<file path="src/rtl/dual_ram_arbiter.sv">
// Round-robin arbiter sharing one dual-port RAM between two single-byte clients,
// with a lock for atomic RMW. Define RAM_ARB_STATS_EN to add grant/conflict counters.
module dual_ram_arbiter #(
  parameter int AW    = 6,
  parameter int DW    = 8,
  parameter int CNT_W = 16
) (
  input  logic          clk,
  input  logic          rst_n,
  input  logic          req0,
  input  logic          req1,
  input  logic          we0,
  input  logic          we1,
  input  logic [AW-1:0] addr0,
  input  logic [AW-1:0] addr1,
  input  logic [DW-1:0] wdata0,
  input  logic [DW-1:0] wdata1,
  input  logic          lock0,
  input  logic          lock1,
  output logic          gnt0,
  output logic          gnt1,
  output logic          rvalid0,
  output logic          rvalid1,
  output logic [DW-1:0] rdata,
  output logic          ram_w_en,
  output logic [AW-1:0] ram_waddr,
  output logic [AW-1:0] ram_raddr,
  output logic [DW-1:0] ram_wdata,
`ifdef RAM_ARB_STATS_EN
  input  logic             stat_clr,
  output logic [CNT_W-1:0] stat_gnt0,
  output logic [CNT_W-1:0] stat_gnt1,
  output logic [CNT_W-1:0] stat_conflict,
`endif
  input  logic [DW-1:0] ram_rdata
);

  typedef enum logic [1:0] {UNLOCKED, LOCKED0, LOCKED1} lock_e;

  lock_e         state;
  logic          rr;       // 0: client0 wins a tie, 1: client1 wins
  logic          g0, g1;
  logic          acc, sel_we, sel_lock, rd_go;
  logic [AW-1:0] sel_addr, waddr_q, raddr_q;
  logic [DW-1:0] sel_wdata, wdata_q;

  always_comb begin
    g0 = 1'b0;
    g1 = 1'b0;
    case (state)
      LOCKED0: g0 = req0;
      LOCKED1: g1 = req1;
      default: begin
        if (req0 && req1) begin
          g0 = ~rr;
          g1 = rr;
        end else begin
          g0 = req0;
          g1 = req1;
        end
      end
    endcase
  end

  // Grants are forced low while reset is held so nothing reaches the RAM.
  assign gnt0      = g0 & rst_n;
  assign gnt1      = g1 & rst_n;
  assign acc       = gnt0 | gnt1;
  assign sel_we    = gnt0 ? we0    : we1;
  assign sel_addr  = gnt0 ? addr0  : addr1;
  assign sel_wdata = gnt0 ? wdata0 : wdata1;
  assign sel_lock  = gnt0 ? lock0  : lock1;
  assign rd_go     = acc & ~sel_we;

  // Idle cycles replay the last driven address/data to keep the RAM pins quiet.
  assign ram_w_en  = acc & sel_we;
  assign ram_waddr = ram_w_en ? sel_addr  : waddr_q;
  assign ram_wdata = ram_w_en ? sel_wdata : wdata_q;
  assign ram_raddr = rd_go    ? sel_addr  : raddr_q;
  assign rdata     = (rvalid0 | rvalid1) ? ram_rdata : '0;

  always_ff @(posedge clk or negedge rst_n) begin
    if (!rst_n) begin
      state   <= UNLOCKED;
      rr      <= 1'b0;
      waddr_q <= '0;
      raddr_q <= '0;
      wdata_q <= '0;
      rvalid0 <= 1'b0;
      rvalid1 <= 1'b0;
    end else begin
      if (ram_w_en) begin
        waddr_q <= sel_addr;
        wdata_q <= sel_wdata;
      end
      if (rd_go) raddr_q <= sel_addr;
      rvalid0 <= gnt0 & ~we0;
      rvalid1 <= gnt1 & ~we1;
      case (state)
        UNLOCKED: begin
          if (acc) begin
            if (sel_lock) state <= gnt0 ? LOCKED0 : LOCKED1;
            else          rr    <= gnt0;
          end
        end
        // Owner leaves the lock either by an unlocked grant or by dropping lock
        // while idle; both reduce to lockN == 0 because gntN == reqN here.
        LOCKED0: if (!lock0) begin state <= UNLOCKED; rr <= 1'b1; end
        LOCKED1: if (!lock1) begin state <= UNLOCKED; rr <= 1'b0; end
        default: state <= UNLOCKED;
      endcase
    end
  end

`ifdef RAM_ARB_STATS_EN
  logic conflict;
  assign conflict = req0 & req1 & (state == UNLOCKED);

  always_ff @(posedge clk or negedge rst_n) begin
    if (!rst_n) begin
      stat_gnt0     <= '0;
      stat_gnt1     <= '0;
      stat_conflict <= '0;
    end else if (stat_clr) begin
      stat_gnt0     <= '0;
      stat_gnt1     <= '0;
      stat_conflict <= '0;
    end else begin
      if (gnt0 && stat_gnt0 != '1)         stat_gnt0     <= stat_gnt0 + 1'b1;
      if (gnt1 && stat_gnt1 != '1)         stat_gnt1     <= stat_gnt1 + 1'b1;
      if (conflict && stat_conflict != '1) stat_conflict <= stat_conflict + 1'b1;
    end
  end
`endif

endmodule
</file>
<file path="config.mk">
export PLATFORM = sky130hd
export DESIGN_NAME = dual_ram_arbiter
export DESIGN_NICKNAME = d
export VERILOG_FILES = /design/src/rtl/dual_ram_arbiter.sv
export SDC_FILE = /design/constraint.sdc
export NUM_CORES = 1
export LEC_CHECK = 0
export CAP_MARGIN = 0
export CORE_ASPECT_RATIO = 2
export CORE_MARGIN = 5
export CORE_UTILIZATION = 35
export DETAILED_ROUTE_END_ITERATION = 8
export GPL_TIMING_DRIVEN = 0
export PLACE_DENSITY = 0.75
export SETUP_SLACK_MARGIN = 0.3
export SLEW_MARGIN = 40
export SYNTH_ARGS = -nofsm -noshare
export SYNTH_HDL_FRONTEND = slang
export SYNTH_SLANG_ARGS = --single-unit
</file>
<file path="constraint.sdc">
create_clock -name clk -period 3.5 [get_ports clk]
set_clock_uncertainty 0.2 [all_clocks]
set_input_delay 0.875 -clock clk [delete_from_list [all_inputs] [get_ports clk]]
set_output_delay 0.875 -clock clk [all_outputs]
set_load 0.1 [all_outputs]
</file>
==> flow_metrics.py, run 1 <==
metrics = {
    "sta": {
        "finalCritPeriodShare_pct": 106,
        "fin_tns_setup_ps": -3550,
        "min_period_ps": 3710,
        "fmax_ghz": 0.269,
        "final-setup-viol-count": 20,
        "drv_slew": 0,
        "fin_hold_ws_ps": 219,
        "slew_headroom_pct": 60.7,
        "fin_ws_ps": -212,
        "tightestPinTransition_ps": 573,
        "rsz0062_at_grt": "yes",
        "hold_violations": 0,
    },
    "final_layout": {
        "fill_cells": 196,
        "drive_gt1_share_pct": 56.7,
        "syn_to_final_growth_pct": 134,
        "final_area_um2": 3170,
        "antenna_cells": 0,
        "fin_nets": 289,
    },
    "cts": {
        "cts_buffer_depth": 2,
        "clk_pin_slew_worst_paths_ps": 90,
        "root_buffer": "clkbuf_8",
        "htreeDepth": 1,
        "cts_sinks": 25,
        "tritoncts": "done",
        "cts_buffers": 3,
        "clk_latency_ps": 270,
    },
    "global_routing": {
        "first_global_vias": 1647,
        "antenna_found_initial": 0,
        "grt_util_all_layers_pct": 21.4,
        "grt_pass1_wl_um": 8190,
        "grt-ovfl-total": 0,
        "grt_max_degree": 28,
    },
    "route": {
        "drt_first_pass_iters": 4,
        "vias_per_cell": 5.17,
        "finalWirelength_um": 5710,
        "vias": 1504,
        "ant_nets": 0,
        "route.detailed.drc": 0,
        "post_drt_wl_per_cell_um": 19.6,
        "drt_iter0_drc": 33,
    },
    "floorplan": {
        "dieArea_um2": 5290,
        "die_w_um": 54.0,
        "start_util_pct": 35.6,
        "io_pins": 77,
        "dieHeight_um": 98.0,
        "core_area_um2": 3800,
        "rows": 32,
    },
    "worst_setup_path": {
        "cp_num_buf_inv": 3,
        "cp_slowest_cell": "or3_4",
        "crit_family": "simple AND/OR/NAND/NOR gates",
        "max_stage_delay_ps": 410,
        "crit_fanout": 6,
        "crit_chain": "dlygate4sd2_1 -> nor3b_2 -> or3_4 -> nor2_4 -> a21o_1 -> buf_12 -> mux2i_4 -> buf_12",
        "critPathRequiredTime_ps": 2420,
        "worstSetupStartpointType": "input pin",
        "worstPathArrival_ps": 2640,
        "rrSetupSlack_ps": 810,
        "critPathLaunch": "req0",
        "cp_common_cell": "buf_12",
        "criticalPathCategory": "in2out",
        "endpoint_kind": "primary output",
        "regToRegStartpoint": "state[1]$_DFFE_PN0P_",
    },
    "synth": {
        "syn-num-nets": 187,
        "mappedNetlistArea_um2": 1350,
        "ys_types": 27,
        "synth-seq-cells": 25,
        "synth_area_leaders": "dfrtp_1 (46%), mux2i_1 (8.9%), nand2_1 (6.4%)",
        "synth_top_area_share_pct": 46.2,
        "synth_edf_count": 0,
        "synth_cells": 139,
        "syn_avg_cell_area_um2": 9.74,
        "synth.largest_area_cell": "dfrtp_1",
        "yosys-top-cells-count": "dfrtp_1 (25), nand2_1 (23), nor2_1 (17), mux2i_1 (12), nor2b_1 (10)",
        "synth-async-reset-ratio_pct": 100,
        "yosysWarnings": 0,
        "synth.most_common_cell": "dfrtp_1",
        "synth_flop_cell": "dfrtp_1",
        "ys_seq_area_share_pct": 46.2,
    },
    "run_status": {
        "status": "complete, but fails checks",
        "failed_checks": "negative setup slack",
    },
    "placed_design": {
        "port_buffers": 76,
        "place_hpwl_um": 3680,
        "placed_area_um2": 2360,
        "place_congestion": 0.768,
    },
    "run": {
        "cap_violations": 0,
    },
    "hold_path": {
        "hp-class": "in2async",
    },
}
through the flow:
step                instances  setup WS [ps]  utilization (%)
floorplan                 139           -268                -
global placement          266          -2310             66.5
detailed placement        266           -849             62.1
CTS                       284           -237             80.3
global route              291           -303             83.4
finish                    291           -212             83.4
what timing repair did:
item,4_1_cts,5_1_grt
endpoints found under the hold margin,0,0
hold buffers,0,0
setup endpoints to repair,23,23
setup buffers,12,6
gates cloned,2,1
pin swaps,6,9
resized for setup,137,14
metal layers:
layer	vias to the layer above	part of all wire [%]	track usage (%)
li1	671	-	-
met1	749	33	22.0
met2	70	58	40.1
met3	14	5.2	2.90
met4	0	2.9	8.83
met5	-	0	0
registers in the layout (all words and copies together), names as in the netlist:
name,count
raddr_q,6
rvalid0,1
wdata_q,8
waddr_q,6
state,2
rvalid1,1
rr,1
cells by family after synthesis:
| group | Yosys count | synth area share (%) |
|---|---|---|
| DFF | 25 | 46.2 |
| adders and majority gates | 4 | 3.70 |
| and+or+nand+nor | 59 | 21.8 |
| buffers and inverters | 17 | 6.93 |
| AOI/OAI and AO/OA | 20 | 10.3 |
| muxes | 14 | 11.1 |
layout make-up:
type / instances / area [um2] / share of cell area [%]
repair buffers: 97 / 1170 / 36.8
clock inverters: 1 / 5.00 / 0.158
flip-flops and latches: 25 / 626 / 19.7
multi-input cells: 97 / 1110 / 34.9
well taps: 51 / 63.8 / 2.01
inverters: 10 / 40.0 / 1.26
plain buffers: 7 / 124 / 3.90
clock buffers: 3 / 41.3 / 1.30
cell usage in the layout, fill, tap and decap left out, drive strengths merged, types with 4 or more instances in the layout:
| master | n |
|---|---|
| nor2 | 17 |
| nand2 | 23 |
| ha | 4 |
| nor2b | 10 |
| inv | 10 |
| clkdlybuf4s50 | 40 |
| clkbuf | 5 |
| a21oi | 6 |
| a31oi | 8 |
| dfrtp | 25 |
| mux2i | 12 |
| buf | 61 |
path summary, 6_finish.rpt:
check / endpoint / cells past startpoint
min reg2reg: raddr_q[3]$_DFF_PN0_ / 2
min in group clk: raddr_q[3]$_DFF_PN0_ / 2
max reg2reg: rr$_DFFE_PN0P_ / 10
max in group asynchronous: raddr_q[2]$_DFF_PN0_ / 1
min: state[0]$_DFFE_PN0P_ / 1
max: ram_raddr[1] / 8
Power of run 1 is not shown: default switching activity piles up to over one toggle a cycle in this logic, so the estimate is an artifact.
==> run 2, diff against run 1 <==
--- a/config.mk
+++ b/config.mk
@@ -7,7 +7,6 @@
 export LEC_CHECK = 0
 export CAP_MARGIN = 0
 export CORE_ASPECT_RATIO = 2
-export CORE_MARGIN = 5
 export CORE_UTILIZATION = 35
 export DETAILED_ROUTE_END_ITERATION = 8
 export GPL_TIMING_DRIVEN = 0
==> run 2 against run 1 <==
The flow still finishes with violations (negative setup slack). Sequential share of layout area increased by 0.070 points. Clock-buffer cell count rose by 1. Flip-flop and latch count is the same. Non-clock buffer count increased by 4. Design area fell by 0.35%. Core utilization up 3.3 points. First-iteration DRC count grew 64%. Global-route usage up 7.4 points. Critical path depth up 1. Fmax shrank 1.0%. Cell count increased by 0.69%. Wire length rose by 2.6%. Largest cell class unchanged. Highest routed layer unchanged.
==> flow_metrics.py, run 2 (synthesis gave the netlist of run 1 again) <==
metrics = {
    "final_layout": {
        "largest_register_ffs": 8,
        "drive_gt1_share_pct": 55.3,
        "top_regs": "wdata_q (8), raddr_q (6), waddr_q (6)",
        "layout_commonest_cell": "clkdlybuf4s50_1",
        "final_area_um2": 3160,
        "utilization_pct": 86.7,
        "fin_nets": 293,
        "fill_cells": 191,
        "top_register": "wdata_q",
        "syn_to_final_growth_pct": 134,
        "layout_common_cells": "clkdlybuf4s50_1 (40), buf_12 (26), dfrtp_1 (25), buf_4 (21), nand2_1 (17)",
        "antenna_cells": 0,
    },
    "global_routing": {
        "first_global_vias": 1593,
        "grt-ovfl-total": 0,
        "grt_util_all_layers_pct": 28.8,
        "grt_pass1_wl_um": 8540,
        "antenna_found_initial": 0,
        "grt_max_degree": 28,
    },
    "route": {
        "wl_met3_um": 191,
        "wl_met1_um": 1930,
        "routed.top_layer": "met4",
        "vias_per_cell": 5.30,
        "ant_nets": 0,
        "wl_met2_um": 3530,
        "post_drt_wl_per_cell_um": 20.0,
        "route.detailed.drc": 0,
        "finalWirelength_um": 5860,
        "drt_first_pass_iters": 6,
        "drt_iter0_drc": 54,
        "vias": 1554,
    },
    "cts": {
        "htreeDepth": 1,
        "tritoncts": "done",
        "cts_sinks": 25,
        "clk_pin_slew_worst_paths_ps": 100,
        "cts_buffer_depth": 2,
        "root_buffer": "clkbuf_8",
        "cts_buffers": 3,
        "clk_latency_ps": 270,
    },
    "floorplan": {
        "die_w_um": 46.0,
        "io_pins": 77,
        "start_util_pct": 37.1,
        "dieArea_um2": 4140,
        "core_area_um2": 3650,
        "rows": 31,
        "dieHeight_um": 90.0,
    },
    "sta": {
        "drv_slew": 0,
        "tightestPinTransition_ps": 807,
        "rsz0062_at_grt": "yes",
        "final-setup-viol-count": 21,
        "min_period_ps": 3750,
        "slew_headroom_pct": 46.0,
        "fmax_ghz": 0.267,
        "finalCritPeriodShare_pct": 107,
        "fin_ws_ps": -250,
        "hold_violations": 0,
    },
    "run_status": {
        "failed_checks": "negative setup slack",
        "status": "complete, but fails checks",
    },
    "placed_design": {
        "place_congestion": 0.791,
        "dpl_worst_slack_ps": -828,
        "placed_area_um2": 2360,
        "port_buffers": 76,
        "place_hpwl_um": 3250,
    },
    "worst_setup_path": {
        "criticalPathCategory": "reg2out",
        "critPathRequiredTime_ps": 2420,
        "worstPathArrival_ps": 2680,
        "endpoint_kind": "primary output",
        "crit_chain": "inv_2 -> ha_4 -> and3b_1 -> or3_4 -> mux2_4 -> buf_8 -> buf_16 -> a31oi_4 -> buf_12",
        "r2r-end": "wdata_q[2]$_DFF_PN0_",
        "rrSetupSlack_ps": 770,
        "max_stage_delay_ps": 410,
        "cp_slowest_cell": "or3_4",
        "rr_worst_depth": 11,
        "regToRegStartpoint": "state[0]$_DFFE_PN0P_",
        "worstSetupStartpointType": "register",
        "crit_fanout": 5,
    },
    "run": {
        "cap_violations": 0,
    },
    "hold_path": {
        "hp-class": "in2async",
    },
}
-- run 2: worst max-delay path by stage --
stage | from | end | slack [ps]
final | state[0]$_DFFE_PN0P_ | ram_wdata[1] | -250
after global routing | state[0]$_DFFE_PN0P_ | ram_wdata[1] | -300
after CTS | state[1]$_DFFE_PN0P_ | ram_wdata[1] | -190
after detailed placement | rst_n | ram_wdata[2] | -830
after global placement | rst_n | ram_wdata[2] | -2360
after floorplan | req1 | ram_wdata[0] | -270
-- run 2: layout make-up --
cell class / count / area, um2 / area share (%)
Timing Repair Buffer: 101 / 1190 / 37.6
Multi-Input combinational cell: 97 / 1070 / 34.0
Tap cell: 49 / 61.3 / 1.94
Sequential cell: 25 / 626 / 19.8
Buffer: 7 / 124 / 3.92
Clock buffer: 4 / 45.0 / 1.42
Inverter: 10 / 42.5 / 1.35
-- run 2: per-stage QoR --
stage	hold slack [ps]	setup TNS [ps]	cells
finish	202	-4160	293
global route	209	-5330	293
CTS	212	-3220	283
detailed placement	320	-16610	264
global placement	315	-61760	264
floorplan	298	-3910	139
-- run 2: critical path, delay by kind of cell, from the launching register on --
kind	cells	cell delay, ps
DFF	1	390
and+or+nand+nor	2	590
buffers and inverters	4	570
muxes	1	340
AOI/OAI and AO/OA	1	220
adders and majority gates	1	280
-- run 2: timing repair --
action,4_1_cts,5_1_grt
cloned,2,1
endpoints found under the setup margin,23,22
gates resized for setup,138,6
hold buffers,0,0
pin swaps,8,10
buffers inserted,13,9
-- run 2: layer usage --
| metal | global-route usage, % | vias to the layer above |
|---|---|---|
| met4 | 7.60 | 0 |
| met3 | 2.01 | 19 |
| met5 | 0 | - |
| met2 | 54.8 | 71 |
| li1 | - | 677 |
| met1 | 30.9 | 787 |
Power of run 2 is left out for the same reason.
